===== config.mk =====
export PLATFORM = sky130hd
export DESIGN_NAME = bp_event_counter_bank
export DESIGN_NICKNAME = d
export VERILOG_FILES = /design/src/rtl/bp_event_counter_bank_pkg.sv /design/src/rtl/bp_event_counter_bank_slice.sv /design/src/rtl/bp_event_counter_bank.sv
export SDC_FILE = /design/constraint.sdc
export NUM_CORES = 2
export LEC_CHECK = 0
export BUFFER_PORTS_ARGS = -buffer_cell sky130_fd_sc_hd__buf_2
export CELL_PAD_IN_SITES_DETAIL_PLACEMENT = 1
export CELL_PAD_IN_SITES_GLOBAL_PLACEMENT = 1
export CORE_UTILIZATION = 48
export CTS_CLUSTER_SIZE = 10
export DETAILED_ROUTE_END_ITERATION = 12
export PLACE_DENSITY_LB_ADDON = 0.1
export SLEW_MARGIN = 30
export SYNTH_ARGS = -nofsm -noshare
export SYNTH_HDL_FRONTEND = slang
export SYNTH_SLANG_ARGS = --single-unit

===== constraint.sdc =====
create_clock -name clk_i -period 3.8 [get_ports clk_i]
set_input_delay 0.76 -clock clk_i [delete_from_list [all_inputs] [get_ports clk_i]]
set_output_delay 0.76 -clock clk_i [all_outputs]
set_load 0.02 [all_outputs]

===== src/rtl/bp_event_counter_bank_pkg.sv =====
// Shared types and constants for the event counter bank.
package bp_event_counter_bank_pkg;

    // Readout FSM states
    typedef enum logic [0:0] {
        e_idle = 1'b0,
        e_resp = 1'b1
    } bp_evc_state_e;

    // Counter overflow modes (values of saturate_p)
    localparam int e_evc_wrap = 0;
    localparam int e_evc_sat  = 1;

    // Address width that stays >= 1 even for a single-channel bank
    function automatic int safe_clog2(input int n);
        return (n <= 1) ? 1 : $clog2(n);
    endfunction

endpackage


===== src/rtl/bp_event_counter_bank_slice.sv =====
// One event channel: live counter with sticky overflow, plus shadow copy.
module bp_event_counter_slice
    import bp_event_counter_bank_pkg::*;
#(
    parameter int width_p    = 32,
    parameter int saturate_p = e_evc_wrap
) (
    input  logic               clk_i,
    input  logic               reset_n_i,
    input  logic               clear_i,      // clear or freeze, highest priority
    input  logic               inc_i,        // already qualified by the global enable
    input  logic               snapshot_i,
    output logic [width_p-1:0] shadow_cnt_o,
    output logic               shadow_ovf_o
);

    logic [width_p-1:0] cnt_q, cnt_d;
    logic               ovf_q, ovf_d;
    logic [width_p-1:0] shadow_q, shadow_d;
    logic               shadow_ovf_q, shadow_ovf_d;
    logic               at_max;

    assign at_max = &cnt_q;

    // Live counter next state: clear beats increment; max either wraps or sticks
    always_comb begin
        cnt_d = cnt_q;
        ovf_d = ovf_q;
        if (clear_i) begin
            cnt_d = '0;
            ovf_d = 1'b0;
        end else if (inc_i) begin
            if (at_max) begin
                ovf_d = 1'b1;
                cnt_d = (saturate_p == e_evc_sat) ? cnt_q : '0;
            end else begin
                cnt_d = cnt_q + width_p'(1);
            end
        end
    end

    // Shadow captures the pre-update live value, so a same-cycle increment or clear is not seen
    always_comb begin
        shadow_d     = shadow_q;
        shadow_ovf_d = shadow_ovf_q;
        if (snapshot_i) begin
            shadow_d     = cnt_q;
            shadow_ovf_d = ovf_q;
        end
    end

    // State registers
    always_ff @(posedge clk_i or negedge reset_n_i) begin
        if (!reset_n_i) begin
            cnt_q        <= '0;
            ovf_q        <= 1'b0;
            shadow_q     <= '0;
            shadow_ovf_q <= 1'b0;
        end else begin
            cnt_q        <= cnt_d;
            ovf_q        <= ovf_d;
            shadow_q     <= shadow_d;
            shadow_ovf_q <= shadow_ovf_d;
        end
    end

    assign shadow_cnt_o = shadow_q;
    assign shadow_ovf_o = shadow_ovf_q;

endmodule


===== src/rtl/bp_event_counter_bank.sv =====
// Bank of per-event performance counters with atomic snapshot and a
// valid/ready readout port over the shadow registers.
module bp_event_counter_bank
    import bp_event_counter_bank_pkg::*;
#(
    parameter int num_events_p  = 22,
    parameter int width_p       = 32,
    parameter int saturate_p    = e_evc_wrap,
    parameter int addr_width_lp = safe_clog2(num_events_p)
) (
    input  logic                     clk_i,
    input  logic                     reset_n_i,
    input  logic                     freeze_i,
    input  logic                     enable_i,
    input  logic                     clear_i,
    input  logic [num_events_p-1:0]  event_i,
    input  logic                     snapshot_i,
    input  logic                     req_v_i,
    input  logic [addr_width_lp-1:0] req_addr_i,
    output logic                     req_ready_o,
    output logic                     resp_v_o,
    output logic [width_p-1:0]       resp_data_o,
    output logic                     resp_overflow_o,
    output logic                     resp_err_o,
    input  logic                     resp_yumi_i
);

    logic [num_events_p-1:0][width_p-1:0] shadow_cnt;
    logic [num_events_p-1:0]              shadow_ovf;
    logic                                 clr;

    // Freeze behaves exactly like a held clear
    assign clr = freeze_i | clear_i;

    for (genvar k = 0; k < num_events_p; k++) begin : g_ch
        bp_event_counter_slice #(
            .width_p   (width_p),
            .saturate_p(saturate_p)
        ) u_slice (
            .clk_i       (clk_i),
            .reset_n_i   (reset_n_i),
            .clear_i     (clr),
            .inc_i       (enable_i & event_i[k]),
            .snapshot_i  (snapshot_i),
            .shadow_cnt_o(shadow_cnt[k]),
            .shadow_ovf_o(shadow_ovf[k])
        );
    end

    // Read mux; compare-based so an out-of-range address never indexes the array
    logic [width_p-1:0] rd_data;
    logic               rd_ovf;
    logic               addr_err;

    assign addr_err = ({1'b0, req_addr_i} >= (addr_width_lp+1)'(num_events_p));

    // Select the shadow entry matching the request address (zero if none)
    always_comb begin
        rd_data = '0;
        rd_ovf  = 1'b0;
        for (int k = 0; k < num_events_p; k++) begin
            if (req_addr_i == addr_width_lp'(k)) begin
                rd_data = shadow_cnt[k];
                rd_ovf  = shadow_ovf[k];
            end
        end
    end

    // Readout FSM and response holding registers
    bp_evc_state_e      state_q, state_d;
    logic [width_p-1:0] resp_data_q, resp_data_d;
    logic               resp_ovf_q, resp_ovf_d;
    logic               resp_err_q, resp_err_d;

    // Next-state: capture on accept in idle, hold fields until the consumer takes them
    always_comb begin
        state_d     = state_q;
        resp_data_d = resp_data_q;
        resp_ovf_d  = resp_ovf_q;
        resp_err_d  = resp_err_q;
        case (state_q)
            e_idle: begin
                if (req_v_i) begin
                    state_d     = e_resp;
                    resp_data_d = rd_data;
                    resp_ovf_d  = rd_ovf;
                    resp_err_d  = addr_err;
                end
            end
            e_resp: begin
                if (resp_yumi_i) state_d = e_idle;
            end
            default: state_d = e_idle;
        endcase
    end

    // FSM and response registers
    always_ff @(posedge clk_i or negedge reset_n_i) begin
        if (!reset_n_i) begin
            state_q     <= e_idle;
            resp_data_q <= '0;
            resp_ovf_q  <= 1'b0;
            resp_err_q  <= 1'b0;
        end else begin
            state_q     <= state_d;
            resp_data_q <= resp_data_d;
            resp_ovf_q  <= resp_ovf_d;
            resp_err_q  <= resp_err_d;
        end
    end

    assign req_ready_o     = (state_q == e_idle);
    assign resp_v_o        = (state_q == e_resp);
    assign resp_data_o     = resp_data_q;
    assign resp_overflow_o = resp_ovf_q;
    assign resp_err_o      = resp_err_q;

endmodule


==> flow_summary.toml <==
[clock_tree]
numCtsBuffers = 175
clk_latency_ns = 0.80
path_clk_slew_ns = 0.06
cts_sinks = 1487
cts_tree = "yes"
cts_max_level = 4
cts_root_buffer = "clkbuf_16"
cts_resized = 0
clockBufferDepth = 3
cts_setup_buffers = 0

[timing]
period_share_pct = 88.00
timing_max_transition_violations_final = 0
setup_viol = 0
slew_headroom_pct = 31.15
finalHoldViolCount = 0
finalClockSkew_ns = 0.02473
tightest_slew_ns = 1.023
fmax_ghz = 0.2990
tns_ns = 0
rsz0062_at_grt = "no"
timing.final.ws_setup_ns = 0.4561
period_minus_slack_ns = 3.344

[global_routing]
grt_pass1_wl_um = 406900
grt_pass1_vias = 57900
grt-ovfl-total = 0
grt_use_total_pct = 36.25
antenna_found_initial = 15
grt_max_degree = 115

[critical_path]
cp_max_fo = 38
worstSetupEndpointType = "flop"
worstPathCellList = "buf_4, nor2_1, nand2_1, o22ai_1, nor4_1, o211ai_1, o22ai_1"
max_stage_delay_ns = 0.90
path_common_cell = "o22ai_1"
cp.required_ns = 4.50
crit_type = "in -> reg"
arrival_ns = 4.05
worstSetupStartpointType = "primary input"
crit_slowest_cell = "nor4_1"

[logic_synthesis]
synthXorXnorAreaFrac_pct = 5.412
yosysWarnings = 0
yosysUniqueCellTypes = 91
synth-simple-area-share_pct = 17.06
synth_top_family_by_area = "simple AND/OR/NAND/NOR gates"
syn-num-nets = 6846
synth.avg_cell_area_um2 = 10.63
synth.cell_area_mm2 = 0.07218
synth_seq_cells = 1487
synth_mux_area_share_pct = 13.04
yosys_most_used_dff = "dfrtp_1"
yosysSeqAreaShare_pct = 51.55
synthArstFlopShare_pct = 100.0
synthAdderAreaFrac_pct = 0.3814
synth_compound_area_share_pct = 10.36
syn_inst = 6789
synth_enable_flop_cells = 0

[layout]
layout_common_cells = "1487 x dfrtp_1, 743 x mux2_2, 738 x nor2_1"
nets = 6980
final_common_cell = "dfrtp_1"
drive_gt1_share_pct = 19.41
stdcell_area_mm2 = 0.08109
synthToLayoutAreaGrowth_pct = 12.35

[pwr]
swShare_pct = 25.28
p_int_uw = 25570
p_comb_share_pct = 7.1
p_leak_uw = 0.03603
max-vdd-ir-drop_v = 0.0004059
powerDensity_mw_per_mm2 = 422.1
power_uw = 34230
switchingPower_uw = 8651
pwr-share-seq_pct = 47.5
p_clk_share_pct = 45.5

[route]
wl_um = 274700
drtIter0Drc = 5244
drt-wirelength-per-cell_um = 30.53
firstDrtPassIters = 5
ant_nets = 0
routed_via_density = 6.429
num_vias = 57850
drc_errors = 0

[placement]
placed_cell_area_mm2 = 0.07596
place.gp.congestion = 1.036
port_buffers = 70
dp_hpwl_um = 205800
place_ws_ns = -0.1571

[die]
pin_count = 71
dieWidth_um = 389.8
start_util_pct = 48.59
die_area_mm2 = 0.1519
core_mm2 = 0.1485
num_rows = 141
fp.dieH_um = 389.8

[run]
drv_cap = 0

[hold_path]
min_path_type = "in -> reg"

[outcome]
outcome = "completed"
==> cell usage after synthesis, types with 64 or more instances <==
library cell	instances	share of area, %
xnor2_1	149	1.8
and4_1	77	0.93
dfrtp_1	1487	52
nand2_1	489	2.5
and2_1	64	0.55
a21oi_1	199	1.4
nor2_1	740	3.8
nand3_1	363	2.5
o21ai_0	290	2.0
nand4_1	181	1.6
nor3_1	129	0.89
o22ai_1	83	0.72
mux2_2	743	12
and3_1	133	1.2
clkbuf_1	238	1.2
a31oi_1	70	0.61
xor2_1	297	3.6
buf_2	71	0.49
mux2i_1	75	1.0
==> registers in the layout (all words and copies together), names as in the netlist <==
name                       flops
resp_err_o                     1
resp_overflow_o                1
g_ch.u_slice.shadow_cnt_o    704
g_ch.u_slice.ovf_q            22
g_ch.u_slice.cnt_q           704
resp_v_o                       1
resp_data_o                   32
g_ch.u_slice.shadow_ovf_o     22
==> power by group through the flow <==
stage | sequential (µW) | combinational, µW | clock [µW]
6_report | 16200 | 2420 | 15600
5_1_grt | 16200 | 2560 | 16400
4_1_cts | 16200 | 2400 | 15800
3_5_place_dp | 16500 | 2380 | 0
3_3_place_gp | 16500 | 2360 | 0
2_1_floorplan | 16400 | 1080 | 0
==> final cells by class <==
class                           instances  area (µm²)
Fill cell                           15790       67450
Sequential cell                      1487       37210
Multi-Input combinational cell       4910       33470
Clock buffer                          228        4905
Timing Repair Buffer                  296        2603
Tap cell                             2002        2505
Inverter                               53       198.9
Clock inverter                         16       188.9
Antenna cell                            6       15.01
==> per-stage QoR <==
step	hold slack, ns	util, %	cells
after floorplan	0.4532	-	6789
after global routing	0.1483	54.58	8992
after detailed placement	0.4739	51.14	8747
after global placement	0.4681	51.13	8747
final	0.1508	54.59	8998
after CTS	0.1094	54.57	8992
==> critical path, delay by kind of cell <==
kind            cells  cell delay (ns)
compound gates      3             0.85
buf+inv             1             0.48
simple gates        3             1.83
==> path summary, 6_finish.rpt <==
path	startpoint	end	slack (ns)	depth (start not counted)
max	req_addr_i[1]	resp_data_o[29]	0.46	7
min	resp_yumi_i	resp_v_o	0.15	2
max reg2reg	g_ch[17].u_slice.cnt_q[3]	g_ch[17].u_slice.cnt_q[16]	0.63	6
min reg2reg	g_ch[13].u_slice.ovf_q	g_ch[13].u_slice.ovf_q	0.49	1
max in group asynchronous	reset_n_i	g_ch[14].u_slice.shadow_cnt_o[15]	1.96	4
min in group asynchronous	reset_n_i	g_ch[5].u_slice.cnt_q[31]	0.56	2
==> layer usage <==
metal	routed length, µm	global-route usage (%)
met1	127600	55.34
met2	118500	52.69
met3	20210	6.090
met4	8379	10.50
met5	49	0
==> cells by family after synthesis <==
| family | count (synthesis) |
|---|---|
| compound gates | 1130 |
| xor+xnor | 446 |
| fa+ha+maj | 22 |
| buf+inv | 392 |
| flops | 1487 |
| mux | 831 |
| simple gates | 2481 |
==> timing repair <==
action                     4_1_cts  5_1_grt
hold buffers                     1        0
hold endpoints to repair        31        0
setup endpoints to repair        0        0
No activity file was read; power rests on OpenSTA's default activity.
